[src/rtl/uart_cmd_wrapper_if.sv]
`default_nettype none
// ============================================================================
// Module      : uart_cmd_wrapper_if
// Description : Command/response handshake between the UART front end and
//               cmd_cfg. The master side is the UART wrapper. The slave side
//               is the command consumer.
// Revision    : 1.0 - initial release
// ============================================================================
interface uart_cmd_wrapper_if;
    logic [7:0]  cmd;
    logic [15:0] data;
    logic        cmd_rdy;
    logic        clr_cmd_rdy;
    logic        snd_resp;
    logic [7:0]  resp;
    logic        resp_sent;

    modport master (
        output cmd,
        output data,
        output cmd_rdy,
        output resp_sent,
        input  clr_cmd_rdy,
        input  snd_resp,
        input  resp
    );

    modport slave (
        input  cmd,
        input  data,
        input  cmd_rdy,
        input  resp_sent,
        output clr_cmd_rdy,
        output snd_resp,
        output resp
    );
endinterface
`default_nettype wire

[src/rtl/uart_cmd_wrapper.sv]
`default_nettype none
// ============================================================================
// Module      : uart_cmd_wrapper
// Description : Wireless-link front end. An 8N1 UART receiver collects 3-byte
//               frames of the form {cmd, data_hi, data_lo} and presents them
//               with a cmd_rdy/clr_cmd_rdy handshake. An 8N1 transmitter
//               serialises one response byte per snd_resp pulse.
// Revision    : 1.0 - initial release
// ============================================================================
module uart_cmd_wrapper #(
    parameter int BAUD_DIV = 2604
) (
    input  wire logic            clk,
    input  wire logic            rst_n,
    input  wire logic            RX,
    output logic                 TX,
    uart_cmd_wrapper_if.master   bus
);

    localparam logic [11:0] BAUD_LAST = 12'(BAUD_DIV - 1);
    localparam logic [11:0] HALF_LAST = 12'((BAUD_DIV / 2) - 1);

    typedef enum logic [1:0] {
        RX_IDLE  = 2'd0,
        RX_START = 2'd1,
        RX_DATA  = 2'd2,
        RX_STOP  = 2'd3
    } rx_state_t;

    typedef enum logic [0:0] {
        TX_IDLE = 1'b0,
        TX_SEND = 1'b1
    } tx_state_t;

    // ------------------------------------------------------------------
    // Receive side
    // ------------------------------------------------------------------
    logic        rx_ff1, rx_sync, rx_hist;
    logic        rx_fall;
    rx_state_t   rx_state, rx_nxt;
    logic [11:0] rx_cnt;
    logic [3:0]  rx_bit_cnt;
    logic [7:0]  rx_shift;
    logic        rx_cnt_clr, rx_shift_en, byte_ok, frame_err, new_byte;
    logic [1:0]  byte_idx;
    logic [7:0]  cmd_q;
    logic [15:0] data_q;
    logic        cmd_rdy_q;

    // RX is asynchronous: two flops for metastability, one for edge history.
    always_ff @(posedge clk or negedge rst_n) begin
        if (!rst_n) begin
            rx_ff1  <= 1'b1;
            rx_sync <= 1'b1;
            rx_hist <= 1'b1;
        end else begin
            rx_ff1  <= RX;
            rx_sync <= rx_ff1;
            rx_hist <= rx_sync;
        end
    end

    assign rx_fall = rx_hist & ~rx_sync;

    // RX state register.
    always_ff @(posedge clk or negedge rst_n) begin
        if (!rst_n) rx_state <= RX_IDLE;
        else        rx_state <= rx_nxt;
    end

    // RX next-state and per-cycle control strobes.
    always_comb begin
        rx_nxt      = rx_state;
        rx_cnt_clr  = 1'b0;
        rx_shift_en = 1'b0;
        byte_ok     = 1'b0;
        frame_err   = 1'b0;
        new_byte    = 1'b0;
        case (rx_state)
            RX_IDLE: begin
                if (rx_fall) begin
                    rx_nxt     = RX_START;
                    rx_cnt_clr = 1'b1;
                end
            end
            RX_START: begin
                // Re-check the line at mid start bit to reject glitches.
                if (rx_cnt == HALF_LAST) begin
                    rx_cnt_clr = 1'b1;
                    if (!rx_sync) begin
                        rx_nxt   = RX_DATA;
                        new_byte = 1'b1;
                    end else begin
                        rx_nxt = RX_IDLE;
                    end
                end
            end
            RX_DATA: begin
                if (rx_cnt == BAUD_LAST) begin
                    rx_cnt_clr  = 1'b1;
                    rx_shift_en = 1'b1;
                    if (rx_bit_cnt == 4'd7) rx_nxt = RX_STOP;
                end
            end
            RX_STOP: begin
                if (rx_cnt == BAUD_LAST) begin
                    rx_cnt_clr = 1'b1;
                    rx_nxt     = RX_IDLE;
                    if (rx_sync) byte_ok   = 1'b1;
                    else         frame_err = 1'b1;
                end
            end
            default: rx_nxt = RX_IDLE;
        endcase
    end

    // RX baud/bit counters and the LSB-first shift register.
    always_ff @(posedge clk or negedge rst_n) begin
        if (!rst_n) begin
            rx_cnt     <= 12'd0;
            rx_bit_cnt <= 4'd0;
            rx_shift   <= 8'h00;
        end else begin
            rx_cnt <= rx_cnt_clr ? 12'd0 : rx_cnt + 12'd1;
            if (new_byte)
                rx_bit_cnt <= 4'd0;
            else if (rx_shift_en)
                rx_bit_cnt <= rx_bit_cnt + 4'd1;
            if (rx_shift_en)
                rx_shift <= {rx_sync, rx_shift[7:1]};
        end
    end

    // Frame assembly: route each valid byte by index. A framing error resyncs the frame.
    always_ff @(posedge clk or negedge rst_n) begin
        if (!rst_n) begin
            byte_idx <= 2'd0;
            cmd_q    <= 8'h00;
            data_q   <= 16'h0000;
        end else if (frame_err) begin
            byte_idx <= 2'd0;
        end else if (byte_ok) begin
            case (byte_idx)
                2'd0: begin
                    cmd_q    <= rx_shift;
                    byte_idx <= 2'd1;
                end
                2'd1: begin
                    data_q[15:8] <= rx_shift;
                    byte_idx     <= 2'd2;
                end
                default: begin
                    data_q[7:0] <= rx_shift;
                    byte_idx    <= 2'd0;
                end
            endcase
        end
    end

    // cmd_rdy: set on the last byte of a frame (set wins), cleared by consumer or a new byte.
    always_ff @(posedge clk or negedge rst_n) begin
        if (!rst_n)
            cmd_rdy_q <= 1'b0;
        else if (byte_ok && (byte_idx == 2'd2))
            cmd_rdy_q <= 1'b1;
        else if (bus.clr_cmd_rdy || new_byte)
            cmd_rdy_q <= 1'b0;
    end

    assign bus.cmd     = cmd_q;
    assign bus.data    = data_q;
    assign bus.cmd_rdy = cmd_rdy_q;

    // ------------------------------------------------------------------
    // Transmit side
    // ------------------------------------------------------------------
    tx_state_t   tx_state, tx_nxt;
    logic [11:0] tx_cnt;
    logic [3:0]  tx_bit_cnt;
    logic [8:0]  tx_shift;
    logic        tx_line;
    logic        tx_load, tx_bit_adv, tx_done;
    logic        resp_sent_q;

    // TX state register.
    always_ff @(posedge clk or negedge rst_n) begin
        if (!rst_n) tx_state <= TX_IDLE;
        else        tx_state <= tx_nxt;
    end

    // TX next-state; snd_resp is only honoured in IDLE.
    always_comb begin
        tx_nxt     = tx_state;
        tx_load    = 1'b0;
        tx_bit_adv = 1'b0;
        tx_done    = 1'b0;
        case (tx_state)
            TX_IDLE: begin
                if (bus.snd_resp) begin
                    tx_nxt  = TX_SEND;
                    tx_load = 1'b1;
                end
            end
            TX_SEND: begin
                if (tx_cnt == BAUD_LAST) begin
                    tx_bit_adv = 1'b1;
                    if (tx_bit_cnt == 4'd9) begin
                        tx_done = 1'b1;
                        tx_nxt  = TX_IDLE;
                    end
                end
            end
            default: tx_nxt = TX_IDLE;
        endcase
    end

    // TX datapath: the start bit goes out directly from the load; the shifter holds data+stop.
    always_ff @(posedge clk or negedge rst_n) begin
        if (!rst_n) begin
            tx_cnt      <= 12'd0;
            tx_bit_cnt  <= 4'd0;
            tx_shift    <= 9'h1FF;
            tx_line     <= 1'b1;
            resp_sent_q <= 1'b0;
        end else if (tx_load) begin
            tx_cnt      <= 12'd0;
            tx_bit_cnt  <= 4'd0;
            tx_shift    <= {1'b1, bus.resp};
            tx_line     <= 1'b0;
            resp_sent_q <= 1'b0;
        end else if (tx_done) begin
            tx_line     <= 1'b1;
            resp_sent_q <= 1'b1;
        end else if (tx_bit_adv) begin
            tx_cnt     <= 12'd0;
            tx_bit_cnt <= tx_bit_cnt + 4'd1;
            tx_line    <= tx_shift[0];
            tx_shift   <= {1'b1, tx_shift[8:1]};
        end else if (tx_state == TX_SEND) begin
            tx_cnt <= tx_cnt + 12'd1;
        end
    end

    assign TX            = tx_line;
    assign bus.resp_sent = resp_sent_q;

endmodule
`default_nettype wire

[src/flat_wrapper.sv]
// flat-port wrapper written by rule: the top's interface ports become plain ports
module uart_cmd_wrapper_flat 
#(
    parameter int BAUD_DIV = 2604
)
  (clk, rst_n, RX, TX, bus_cmd, bus_data, bus_cmd_rdy, bus_resp_sent, bus_clr_cmd_rdy, bus_snd_resp, bus_resp);
  uart_cmd_wrapper_if bus_i ();
  input  wire logic clk;
  input  wire logic rst_n;
  input  wire logic RX;
  output logic TX;
  output wire logic [$bits(bus_i.cmd)-1:0] bus_cmd;
  output wire logic [$bits(bus_i.data)-1:0] bus_data;
  output wire logic [$bits(bus_i.cmd_rdy)-1:0] bus_cmd_rdy;
  output wire logic [$bits(bus_i.resp_sent)-1:0] bus_resp_sent;
  input wire logic [$bits(bus_i.clr_cmd_rdy)-1:0] bus_clr_cmd_rdy;
  input wire logic [$bits(bus_i.snd_resp)-1:0] bus_snd_resp;
  input wire logic [$bits(bus_i.resp)-1:0] bus_resp;
  assign bus_cmd = bus_i.cmd;
  assign bus_data = bus_i.data;
  assign bus_cmd_rdy = bus_i.cmd_rdy;
  assign bus_resp_sent = bus_i.resp_sent;
  assign bus_i.clr_cmd_rdy = bus_clr_cmd_rdy;
  assign bus_i.snd_resp = bus_snd_resp;
  assign bus_i.resp = bus_resp;
  uart_cmd_wrapper #(.BAUD_DIV(BAUD_DIV)) u_core (.clk(clk), .rst_n(rst_n), .RX(RX), .TX(TX), .bus(bus_i));
endmodule
[config.mk]
export PLATFORM = sky130hd
export DESIGN_NAME = uart_cmd_wrapper_flat
export DESIGN_NICKNAME = d
export VERILOG_FILES = /design/src/rtl/uart_cmd_wrapper_if.sv /design/src/rtl/uart_cmd_wrapper.sv /design/src/flat_wrapper.sv
export SDC_FILE = /design/constraint.sdc
export NUM_CORES = 1
export LEC_CHECK = 0
export BUFFER_PORTS_ARGS = -buffer_cell sky130_fd_sc_hd__buf_2
export CAP_MARGIN = 20
export CELL_PAD_IN_SITES_DETAIL_PLACEMENT = 0
export CELL_PAD_IN_SITES_GLOBAL_PLACEMENT = 1
export CORE_MARGIN = 2
export CORE_UTILIZATION = 30
export DETAILED_ROUTE_END_ITERATION = 10
export PLACE_DENSITY_LB_ADDON = 0.1
export SKIP_CTS_REPAIR_TIMING = 1
export SYNTH_ARGS = -nofsm -noshare
export SYNTH_HDL_FRONTEND = slang
export SYNTH_SLANG_ARGS = --single-unit
export TNS_END_PERCENT = 50
[constraint.sdc]
create_clock -name clk -period 1.9 [get_ports clk]
set_clock_uncertainty 0.1 [all_clocks]
set_input_delay 0.19 -clock clk [delete_from_list [all_inputs] [get_ports clk]]
set_output_delay 0.19 -clock clk [all_outputs]
set_load 0.005 [all_outputs]
Word level (Yosys, flattened, before mapping)
Index checks and enable logic that the tools add are counted.

storage, ports and cells
  flip-flop bits (word level) = 84
  input port bits = 13
  output and inout port bits = 27

cells by class
  add/subtract/negate cells = 4
  eq/ne operators = 16
  muxes and demuxes = 53
  bitwise gates (word level) = 5
  reductions and logical operators = 19

operator list
  kind                                                                count
  12-bit two-way mux                                                  5
  1-bit two-way mux                                                   28
  9-bit two-way mux                                                   3
  12-bit by 1-bit adder with 12-bit output (second input constant)    2
  12-bit == test (second input constant)                              2
  4-bit two-way mux                                                   5
  2-bit two-way mux                                                   8
  12-bit by 11-bit == test with 1-bit output (second input constant)  1
  2-bit by 1-bit != test with 1-bit output (second input constant)    6
  2-bit nonzero test                                                  5
  3-bit AND reduction                                                 3
  4-bit by 1-bit adder with 4-bit output (second input constant)      2
  2-bit one-hot mux with 4 select lines                               1
  2-bit == test (second input constant)                               3
  3-bit nonzero test                                                  2
  5-bit AND reduction                                                 1
  2-bit by 1-bit == test with 1-bit output (second input constant)    2
  4-bit by 3-bit == test with 1-bit output (second input constant)    1
  4-bit == test (second input constant)                               1
  2-bit logical NOT                                                   2
  1-bit inverter                                                      4
  2-bit one-hot mux with 2 select lines                               1
  2-bit AND reduction                                                 2
  2-bit OR reduction                                                  2
  other kinds (5)                                                     5

Longest topological paths before layout
  depth in word-level cells = 6
  gate-level depth with buffers = 7
  depth with buffers taken out = 6

Least setup slack after synthesis
OpenSTA, ideal clock, no wires.

  path kind = reg-to-reg
  start point = reg u_core.rx_cnt[0]
  end point = reg u_core.data_q[10] (netlist: u_core.bus.data[10])
  setup time = 125 ps
  arrival = 1794 ps
  required time = 1675 ps
  path slack = -118 ps
  cell stages (with the launch flop) = 6
  path buffers = 0
  period minus slack after synthesis = 2018 ps
  cell sequence = dfrtp_1 ha_1 and4bb_2 nand4_4 nor3b_4 mux2_2

on the way
  longest elaborated chain between the ends = 5
  elaborated cells on any way between the ends = 7
  those cells by class = eq/ne (1); mux (4); bitwise (1); reduce/logical (1)

RTL lines
  what                                      RTL line                 source
  start, declared                           uart_cmd_wrapper.sv:41   logic [11:0] rx_cnt;
  start signal, assigned                    uart_cmd_wrapper.sv:124  rx_cnt <= rx_cnt_clr ? 12'd0 : rx_cnt + 12'd1;
  12-bit == test (*)                        uart_cmd_wrapper.sv:106  if (rx_cnt == BAUD_LAST) begin
  1-bit two-way mux                         uart_cmd_wrapper.sv:106
  1-bit two-way mux                         uart_cmd_wrapper.sv:79   case (rx_state)
  1-bit inverter (no source line)           -
  3-bit AND reduction (no source line) (*)  -
  end signal, assigned                      uart_cmd_wrapper.sv:149  data_q[15:8] <= rx_shift;
  end, declared                             uart_cmd_wrapper.sv:47   logic [15:0] data_q;

Mark *: on every way between the ends. The rest lies on a longest branch, timed or not.
A chain may end at the register's enable or synchronous reset.

Worst setup path in the final report
  start point = reg u_core.rx_cnt[0]
  end point = reg u_core.data_q[12] (netlist: u_core.bus.data[12])

Same word-level chain as after synthesis.

==> metrics.cfg <==
[power_and_ir_drop]
p_sw_uw = 1290
fin_total_pwr_uw = 4550
peakVddDrop_mv = 0.455
switching_share_pct = 28.3
p_int_uw = 3260
p_leak_uw = 0.00236
pwr-share-seq_pct = 45.0
pwr_density_cell_nw_per_um2 = 919
clkPwrFrac_pct = 35.6
power_frac_comb_pct = 19.4

[sta]
drv_slew = 0
fmax_ghz = 0.511
rsz0062_at_grt = yes
final.setup.worst_slack_ns = -0.0568
hold_ws_ns = 0.0396
worst_pin_slew_ns = 0.405
hold_viol = 0
final-setup-viol-count = 9
fin_crit_sh_pct = 103
slew_headroom_pct = 72.8
min_period_ns = 1.96

[min_path]
min_to = u_core.tx_shift[2]
hp-class = in -> reg
hold_depth = 3
min_from = bus_resp[2]

[critical_path]
required_ns = 2.03
cp_cell_sequence = ha_4, and4bb_2, nand4_4, nor3b_4, buf_12, mux2_2
r2r_end = u_core.bus.data[12]
slowest_delay_ns = 0.41
worst-setup-path-type = reg -> reg
r2r_slack_ns = -0.06
reg2reg_depth = 6
cp_slowest_cell = dfrtp_1
worstPathArrival_ns = 2.08
regToRegStartpoint = u_core.rx_cnt[0]
worstSetupStartpointType = register
cp_max_fo = 9
endpoint_kind = register

[routing]
wl_per_cell_um = 13.9
drt_iter0_drc = 114
vias = 2720
drc_errors = 0
vias_per_cell = 4.63
antenna_left = 0
dr.pass1.iters = 4
routed_wl_um = 8150

[clock_network]
cts.clk_slew.worst_paths_ns = 0.06
clock_path_buffers = 2
h-tree-depth = 3
clock-sinks = 83
cts_made_buffers = 9
cts_tree = done
clkLatencyLatePin_ns = 0.34
cts-root-buf = clkbuf_16

[grt]
grt_max_degree = 46
antenna_found_initial = 0
grt_pass1_wl_um = 13400
grt_pass1_vias = 2616
grt_overflow = 0
track_usage_pct = 13.1

[yosys]
ys_ff_latch = 83
synth_fp_nets = 336
ys.flop_type = dfrtp_1
seq_area_frac_synth_pct = 55.2
yosysUniqueCellTypes = 52
avgSynthCellArea_um2 = 11.9
syn_area_um2 = 3790
synthArstFlopShare_pct = 100
synthCells = 317
ys_warn_count = 0
synth_edf_count = 0

[placement]
numPortBuffers = 39
globalplace.congestion = 0.744
hpwl_um = 5710

[finish]
nFillCells = 1246
areaGrowthSynthToFinish_pct = 30.8
drive_above_1_share_pct = 39.5
num_antenna_cells = 0
fin_nets = 429

[outcome]
violations = negative setup slack
status = complete, but fails checks

[floorplanning]
fp.dieH_um = 116
rows = 41
die_w_um = 116
core-area_um2 = 12500
dieArea_um2 = 13500
io_pins = 40
initial_core_util_pct = 30.4

[run]
drv_cap = 0

-- critical path, delay by kind of cell, from the launching register on --
kind          cells  cell delay (ns)
flops             1             0.41
mux               1             0.32
fa+ha+maj         1             0.15
simple gates      3             0.69
buf+inv           1             0.16
-- metrics by stage --
stage,TNS [ns],worst slack (ns),util [%],instance area [um^2],std cells
after floorplan,-0.299,-0.0351,-,3800,317
after global placement,-0.605,-0.0623,36.6,4560,566
after CTS,-1.32,-0.102,38.8,4830,582
final,-0.431,-0.0568,39.7,4950,587
after detailed placement,-1.12,-0.0917,36.6,4560,566
after global routing,-2.76,-0.160,39.7,4950,587
-- logic make-up (layout without fill, tap and decap cells) --
kind of cell,Yosys count,in the layout,share of synthesized area [%]
adder cells (fa/ha/maj),6,6,1.98
flip-flops,83,83,55.2
XOR/XNOR,16,16,3.70
AO/OA/AOI/OAI,41,41,6.97
AND/OR/NAND/NOR,109,109,17.5
buffers and inverters,19,117,2.21
multiplexers,43,43,12.4
-- flip-flops by register name (all words and copies together) (netlist names), 2 cells and up, named ones only --
register           flops
u_core.bus.data       16
u_core.bus.cmd         8
u_core.tx_shift        8
u_core.tx_bit_cnt      4
u_core.tx_cnt         12
u_core.rx_bit_cnt      4
u_core.rx_shift        8
u_core.byte_idx        2
u_core.rx_cnt         12
-- cell type report --
| cell class | instances | area [um^2] | area share [%] |
|---|---|---|---|
| clock buffer | 9 | 225 | 4.55 |
| clock inverter | 7 | 50.0 | 1.01 |
| inverter | 10 | 37.5 | 0.758 |
| multi-input combinational | 215 | 1690 | 34.2 |
| sequential | 83 | 2090 | 42.2 |
| tap | 172 | 215 | 4.34 |
| timing repair buffer | 91 | 639 | 12.9 |
-- how the worst max path moves through the flow --
stage	from	endpoint	depth (start not counted)
6_report	u_core.rx_cnt[0]	u_core.bus.data[12]	6
5_1_grt	u_core.rx_cnt[0]	u_core.bus.data[8]	6
4_1_cts	u_core.rx_cnt[0]	u_core.bus.data[4]	5
3_5_place_dp	u_core.rx_cnt[0]	u_core.bus.data[4]	5
3_3_place_gp	u_core.rx_cnt[0]	u_core.bus.data[1]	5
2_1_floorplan	u_core.rx_cnt[0]	u_core.bus.data[10]	5
-- synth_stat cells (2+ instances only) --
master / instances / area share (%)
buf_2: 4 / 0.53
dfstp_2: 12 / 8.3
nor2b_1: 2 / 0.33
nand3b_1: 2 / 0.40
nand4_1: 11 / 1.8
a211oi_1: 2 / 0.40
nand3_1: 13 / 1.7
and4bb_2: 3 / 0.99
and4_1: 2 / 0.46
or3_1: 6 / 0.99
mux2i_1: 11 / 2.9
nand2_1: 21 / 2.1
dfrtp_1: 71 / 47
and3_1: 5 / 0.83
o21ai_0: 17 / 2.2
nor3b_4: 2 / 0.99
inv_1: 10 / 0.99
mux2_2: 32 / 9.5
xnor2_1: 3 / 0.69
nor4_1: 2 / 0.33
and3b_1: 2 / 0.46
ha_1: 6 / 2.0
clkbuf_1: 4 / 0.40
a21oi_1: 8 / 1.1
nor3_1: 3 / 0.40
nand2b_1: 3 / 0.50
xor2_1: 13 / 3.0
nor2_1: 23 / 2.3
-- layout by cell type (no fill, tap or decap), drive strengths merged, types with 3 or more instances in the layout --
master and n:
mux2 32, inv 12, and3 5, a21oi 8
nor3 4, nand2 21, dlygate4sd3 4, xnor2 3
and4bb 3, nand4 12, clkinv 5, nand3 13
dfrtp 71, dfstp 12, mux2i 11, clkbuf 9
ha 6, o21ai 17, xor2 13, buf 87
or3 6, nor2 23, nand2b 3
-- metal layers --
layer  share of wire [%]  up-vias  global-route usage (%)
li1                    -     1338                       -
met3                 3.6       11                    4.62
met2                  47       32                    20.3
met5                   0        -                       0
met4                 1.5        0                    4.76
met1                  48     1339                    17.0
-- power by group through the flow --
stage / clock network (uW) / logic [uW] / registers, uW
2_1_floorplan: 0 / 376 / 2130
3_3_place_gp: 0 / 845 / 2080
3_5_place_dp: 0 / 850 / 2080
4_1_cts: 1720 / 853 / 2050
5_1_grt: 1770 / 1000 / 2070
6_report: 1620 / 882 / 2050
(Power assumes the default switching activity.)
